[config.mk]
export PLATFORM = sky130hd
export DESIGN_NAME = alu_driver
export DESIGN_NICKNAME = d
export VERILOG_FILES = /design/src/rtl/alu_driver.sv
export SDC_FILE = /design/constraint.sdc
export NUM_CORES = 1
export LEC_CHECK = 0
export ABC_AREA = 1
export ABC_CLOCK_PERIOD_IN_PS = 7700
export CORE_ASPECT_RATIO = 1.4
export CORE_MARGIN = 10
export CORE_UTILIZATION = 50
export CTS_CLUSTER_SIZE = 12
export DETAILED_ROUTE_END_ITERATION = 10
export PLACE_DENSITY = 0.72
export SLEW_MARGIN = 20
export SYNTH_ARGS = -nofsm -noshare
export SYNTH_HDL_FRONTEND = slang
export SYNTH_SLANG_ARGS = --single-unit
export TNS_END_PERCENT = 1
[constraint.sdc]
create_clock -name clk -period 7.7 [get_ports clk]
set_input_delay 1.54 -clock clk [delete_from_list [all_inputs] [get_ports clk]]
set_output_delay 1.54 -clock clk [all_outputs]
set_load 0.005 [all_outputs]
[src/rtl/alu_driver.sv]
// Command sequencer for the 3-bit ALU: buffers commands in a FIFO, drives the ALU,
// captures each result into a response port and checks it against a reference model.
module alu_driver #(
   parameter int DEPTH   = 4,
   parameter int ALU_LAT = 1
) (
   input  logic       clk,
   input  logic       rst,
   input  logic       cmd_valid,
   output logic       cmd_ready,
   input  logic [2:0] cmd_a,
   input  logic [2:0] cmd_b,
   input  logic [2:0] cmd_op,
   output logic [2:0] alu_a,
   output logic [2:0] alu_b,
   output logic [2:0] alu_op,
   input  logic [3:0] alu_result,
   output logic       rsp_valid,
   input  logic       rsp_ready,
   output logic [3:0] rsp_result,
   output logic [2:0] rsp_op,
   output logic       rsp_mismatch,
   output logic [7:0] err_count,
   output logic       busy
);

   localparam int AW = $clog2(DEPTH);
   localparam logic [AW:0] PTR_ONE = 1;

   typedef enum logic [1:0] {IDLE, WAIT, RESP} state_t;

   state_t      state_q, state_d;
   logic [AW:0] wptr_q, wptr_d, rptr_q, rptr_d;
   logic [8:0]  mem_q [DEPTH];
   logic [2:0]  cnt_q, cnt_d;
   logic [3:0]  exp_q, exp_d;
   logic [2:0]  alu_a_q, alu_a_d, alu_b_q, alu_b_d, alu_op_q, alu_op_d;
   logic        rsp_valid_q, rsp_valid_d;
   logic [3:0]  rsp_result_q, rsp_result_d;
   logic [2:0]  rsp_op_q, rsp_op_d;
   logic        rsp_mm_q, rsp_mm_d;
   logic [7:0]  err_q, err_d;

   logic       empty, full, push, mm;
   logic [8:0] head;

   function automatic logic [3:0] ref_model(input logic [2:0] a, input logic [2:0] b,
                                            input logic [2:0] op);
      logic [3:0] ax, bx;
      ax = {1'b0, a};
      bx = {1'b0, b};
      case (op)
         3'b000:  ref_model = ax + bx;
         3'b001:  ref_model = ax - bx;
         3'b010:  ref_model = ax & bx;
         3'b011:  ref_model = ax | bx;
         3'b100:  ref_model = ax ^ bx;
         3'b101:  ref_model = {1'b0, ~a};
         3'b110:  ref_model = {a, 1'b0};
         default: ref_model = (a > b) ? 4'd1 : 4'd0;
      endcase
   endfunction

   assign empty = (wptr_q == rptr_q);
   assign full  = (wptr_q[AW] != rptr_q[AW]) && (wptr_q[AW-1:0] == rptr_q[AW-1:0]);
   assign push  = cmd_valid && !full;
   assign head  = mem_q[rptr_q[AW-1:0]];
   assign mm    = (alu_result != exp_q);

   always_ff @(posedge clk) begin
      if (push) mem_q[wptr_q[AW-1:0]] <= {cmd_op, cmd_a, cmd_b};
   end

   always_comb begin
      state_d      = state_q;
      wptr_d       = push ? wptr_q + PTR_ONE : wptr_q;
      rptr_d       = rptr_q;
      cnt_d        = cnt_q;
      exp_d        = exp_q;
      alu_a_d      = alu_a_q;
      alu_b_d      = alu_b_q;
      alu_op_d     = alu_op_q;
      rsp_valid_d  = rsp_valid_q;
      rsp_result_d = rsp_result_q;
      rsp_op_d     = rsp_op_q;
      rsp_mm_d     = rsp_mm_q;
      err_d        = err_q;
      case (state_q)
         IDLE: begin
            if (!empty) begin
               rptr_d   = rptr_q + PTR_ONE;
               alu_op_d = head[8:6];
               alu_a_d  = head[5:3];
               alu_b_d  = head[2:0];
               cnt_d    = ALU_LAT[2:0];
               exp_d    = ref_model(head[5:3], head[2:0], head[8:6]);
               state_d  = WAIT;
            end
         end
         WAIT: begin
            if (cnt_q != 3'd0) begin
               cnt_d = cnt_q - 3'd1;
            end else begin
               rsp_result_d = alu_result;
               rsp_mm_d     = mm;
               rsp_op_d     = alu_op_q;
               rsp_valid_d  = 1'b1;
               // Saturate rather than wrap so a long failing run stays visibly bad.
               if (mm && err_q != 8'hFF) err_d = err_q + 8'd1;
               state_d = RESP;
            end
         end
         RESP: begin
            if (rsp_ready) begin
               rsp_valid_d = 1'b0;
               state_d     = IDLE;
            end
         end
         default: state_d = IDLE;
      endcase
   end

   always_ff @(posedge clk or posedge rst) begin
      if (rst) begin
         state_q      <= IDLE;
         wptr_q       <= '0;
         rptr_q       <= '0;
         cnt_q        <= '0;
         exp_q        <= '0;
         alu_a_q      <= '0;
         alu_b_q      <= '0;
         alu_op_q     <= '0;
         rsp_valid_q  <= 1'b0;
         rsp_result_q <= '0;
         rsp_op_q     <= '0;
         rsp_mm_q     <= 1'b0;
         err_q        <= '0;
      end else begin
         state_q      <= state_d;
         wptr_q       <= wptr_d;
         rptr_q       <= rptr_d;
         cnt_q        <= cnt_d;
         exp_q        <= exp_d;
         alu_a_q      <= alu_a_d;
         alu_b_q      <= alu_b_d;
         alu_op_q     <= alu_op_d;
         rsp_valid_q  <= rsp_valid_d;
         rsp_result_q <= rsp_result_d;
         rsp_op_q     <= rsp_op_d;
         rsp_mm_q     <= rsp_mm_d;
         err_q        <= err_d;
      end
   end

   assign cmd_ready    = !full;
   assign alu_a        = alu_a_q;
   assign alu_b        = alu_b_q;
   assign alu_op       = alu_op_q;
   assign rsp_valid    = rsp_valid_q;
   assign rsp_result   = rsp_result_q;
   assign rsp_op       = rsp_op_q;
   assign rsp_mismatch = rsp_mm_q;
   assign err_count    = err_q;
   assign busy         = (state_q != IDLE) || !empty;

endmodule

==> impl_results.md <==
- CP Class: reg -> out
- Top delay family on crit path: flip-flops
- Most common cell after layout, fill and taps aside: nand2_1
- FP Rows: 37
- Ys flop type: dfrtp_1
- Cts repair resizes: 0
- Hold Crit Class: reg -> reg
- Synth Register Bits: 77
- Final Hold Viols: 0
- RR Endpoint: exp_q[2]$_DFFE_PP0P_
- VDD IR max: 0.191 mV
- Setup Viol. Count Final: 0
- Slew at the pin closest to its max-slew limit: 0.736 ns
- PwrDens: 440 nW/um^2
- CP Launch Type: flip-flop
- Synth warn: 0
- Antenna cell count: 0
- Register area share after synthesis: 0.544
- Port bufs: 44
- Synthesized instance count: 387
- Post-CTS Setup Bufs: 0
- # DRC: 0
- Synth Cell Area: 3870 um^2
- Vias/cell: 5.03
- Routed Antenna Nets: 0
- Initial Util: 0.520
- CTS tree: yes
- Fillers: 627
- Share of layout cells above drive strength 1: 0.0936
- Status: complete, no violations
- Synth async-reset ratio: 0.532
- Initial detailed-routing violation count: 130
- Cells along the critical path: xnor2_1, nand3b_1, clkdlybuf4s50_1
- CTS H-tree depth: 3
- Tcrit/Tclk final: 0.472
- Critical hold path startpoint: cnt_q[0]$_DFFE_PP0P_
- Unrepaired setup endpoints after global routing: false
- Drt first pass iters: 4
- Hold Path End: cnt_q[0]$_DFFE_PP0P_
- EDFF count, synth: 36
- Multi-input logic area: 1510 um^2
- Hold Path Stages: 1
- Nets: 470
- Critical path buffers and inverters: 1
- Post-Route WL: 7330 um
- Netlist cell types: 31
- Worst-skew pair later-pin latency: 0.35 ns
- Core area: 7450 um^2
- Fin Clk Skew: 0.00841 ns
- Leakage: 2.03 nW
- Via count: 2690
- Reg-to-reg critical path startpoint: rptr_q[0]$_DFFE_PP0P_
- Gr usage total: 0.134
- CTS buffer count: 9
- Antenna violations before repair: 0
- Sequential cell area: 2110 um^2
- Total congestion overflow: 0
- Clock Path Buffers: 2
- Slew headroom: 0.508
- Vias in the first global route: 2846
- Critical Path Max Stage Delay: 0.78 ns
- CP max-delay cell: dfrtp_1
- RD Place Congestion: 0.894
- IO Count: 45
- Final slew viol count: 0
- CTS Hold Bufs: 0
- Crit path max fanout: 21
- Synth-to-layout area growth: 17.4%
- Critical Path AT: 2.09 ns
- Syn nets: 424
- Total power: 2.00 mW
- R2R Setup Slk: 4.60 ns
- R2r worst-path depth: 16
- Register clock-pin slew on the reported worst setup and hold paths: 0.08 ns
- First-pass GRT wire length: 12500 um
- CTS sink cnt: 77
- CTS root buf: clkbuf_8
- Setup_tns: 0 ns
- Hpwl dp: 5610 um
- WL per Instance: 13.7 um
- Die height: 124 um
- Crit path required time: 6.16 ns
- Die area: 11700 um^2
- MaxCap Viol Count: 0
- Most frequent cells in the layout: nand2_1 (112), clkdlybuf4s50_1 (44), dfrtp_1 (41)
- Syn Area/Cell: 10.0 um^2
- Overall die width: 94.4 um
- Pin count of the biggest net entering global routing: 42
- Worst setup EP type: output port
- Max frequency: 275 MHz
- Tmin final: 3.63 ns
[state kept, by name (all words and copies together), names as in the netlist]
register / flops
mem_q: 36
err_count: 8
exp_q: 4
rsp_result: 4
alu_a: 3
alu_b: 3
alu_op: 3
cnt_q: 3
rptr_q: 3
rsp_op: 3
wptr_q: 3
state_q: 2
rsp_mismatch: 1
rsp_valid: 1
[per-stage QoR]
stage | setup slack [ns] | cell area, um^2 | utilization | instances | hold WS, ns
5_1_grt | 3.92 | 4550 | 0.610 | 535 | 0.498
2_1_floorplan | 5.20 | 3870 | - | 387 | 0.440
6_report | 4.07 | 4550 | 0.610 | 535 | 0.468
3_3_place_gp | 4.48 | 4340 | 0.583 | 519 | 0.450
3_5_place_dp | 4.41 | 4340 | 0.583 | 519 | 0.459
4_1_cts | 4.04 | 4550 | 0.610 | 535 | 0.469
[Yosys cell counts (2+ instances only)]
| master | count | area [um^2] |
|---|---|---|
| nand2_1 | 112 | 420 |
| dfrtp_1 | 41 | 1030 |
| edfxtp_1 | 36 | 1080 |
| inv_1 | 33 | 124 |
| nor2_1 | 26 | 97.6 |
| ha_1 | 17 | 213 |
| nand3_1 | 17 | 85.1 |
| o21ai_0 | 14 | 70.1 |
| nand4_1 | 12 | 75.1 |
| xnor2_1 | 12 | 105 |
| a21oi_1 | 9 | 45.0 |
| buf_6 | 8 | 90.1 |
| xor2_1 | 8 | 70.1 |
| inv_2 | 7 | 26.3 |
| nand3_2 | 6 | 60.1 |
| nand2_4 | 4 | 45.0 |
| a32oi_1 | 3 | 26.3 |
| fa_1 | 3 | 60.1 |
| nand2_2 | 3 | 18.8 |
| nand3b_1 | 2 | 15.0 |
| nor2_2 | 2 | 12.5 |
| o211ai_1 | 2 | 15.0 |
| o21ai_2 | 2 | 17.5 |
[how the worst max path moves through the flow]
stage	start	to	slack (ns)	cells past startpoint
5_1_grt	rptr_q[0]$_DFFE_PP0P_	cmd_ready	3.92	3
3_3_place_gp	rptr_q[0]$_DFFE_PP0P_	cmd_ready	4.48	3
6_report	rptr_q[0]$_DFFE_PP0P_	cmd_ready	4.07	3
4_1_cts	rptr_q[0]$_DFFE_PP0P_	cmd_ready	4.04	3
2_1_floorplan	rptr_q[0]$_DFFE_PP0P_	cmd_ready	5.20	3
3_5_place_dp	rptr_q[0]$_DFFE_PP0P_	cmd_ready	4.41	3
[kinds of logic (layout without fill, tap and decap cells)]
family,after synthesis,count (layout),synth area share
simple gates,186,186,0.222
flops,77,77,0.544
buf+inv,51,102,0.0665
compound gates,33,33,0.0517
fa+ha+maj,20,20,0.0704
xor+xnor,20,20,0.0452
[metal layers]
metal	track usage	wire length, um
met5	0	0
met4	0.0914	263
met3	0.0283	363
met2	0.240	3810
met1	0.137	2900
[power by group]
part | switching, mW | internal, mW | total (mW)
combinational | 0.604 | 0.401 | 1.00
clock | 0.136 | 0.181 | 0.317
sequential | 0.103 | 0.577 | 0.680
total | 0.843 | 1.16 | 2.00
[layout make-up]
class	count	share of cell area
clock buffer	11	0.0289
clock inverter	5	0.0168
inverter	41	0.0344
multi-input combinational	259	0.332
sequential	77	0.463
tap	97	0.0267
timing repair buffer	45	0.0985
(Power assumes the default switching activity.)
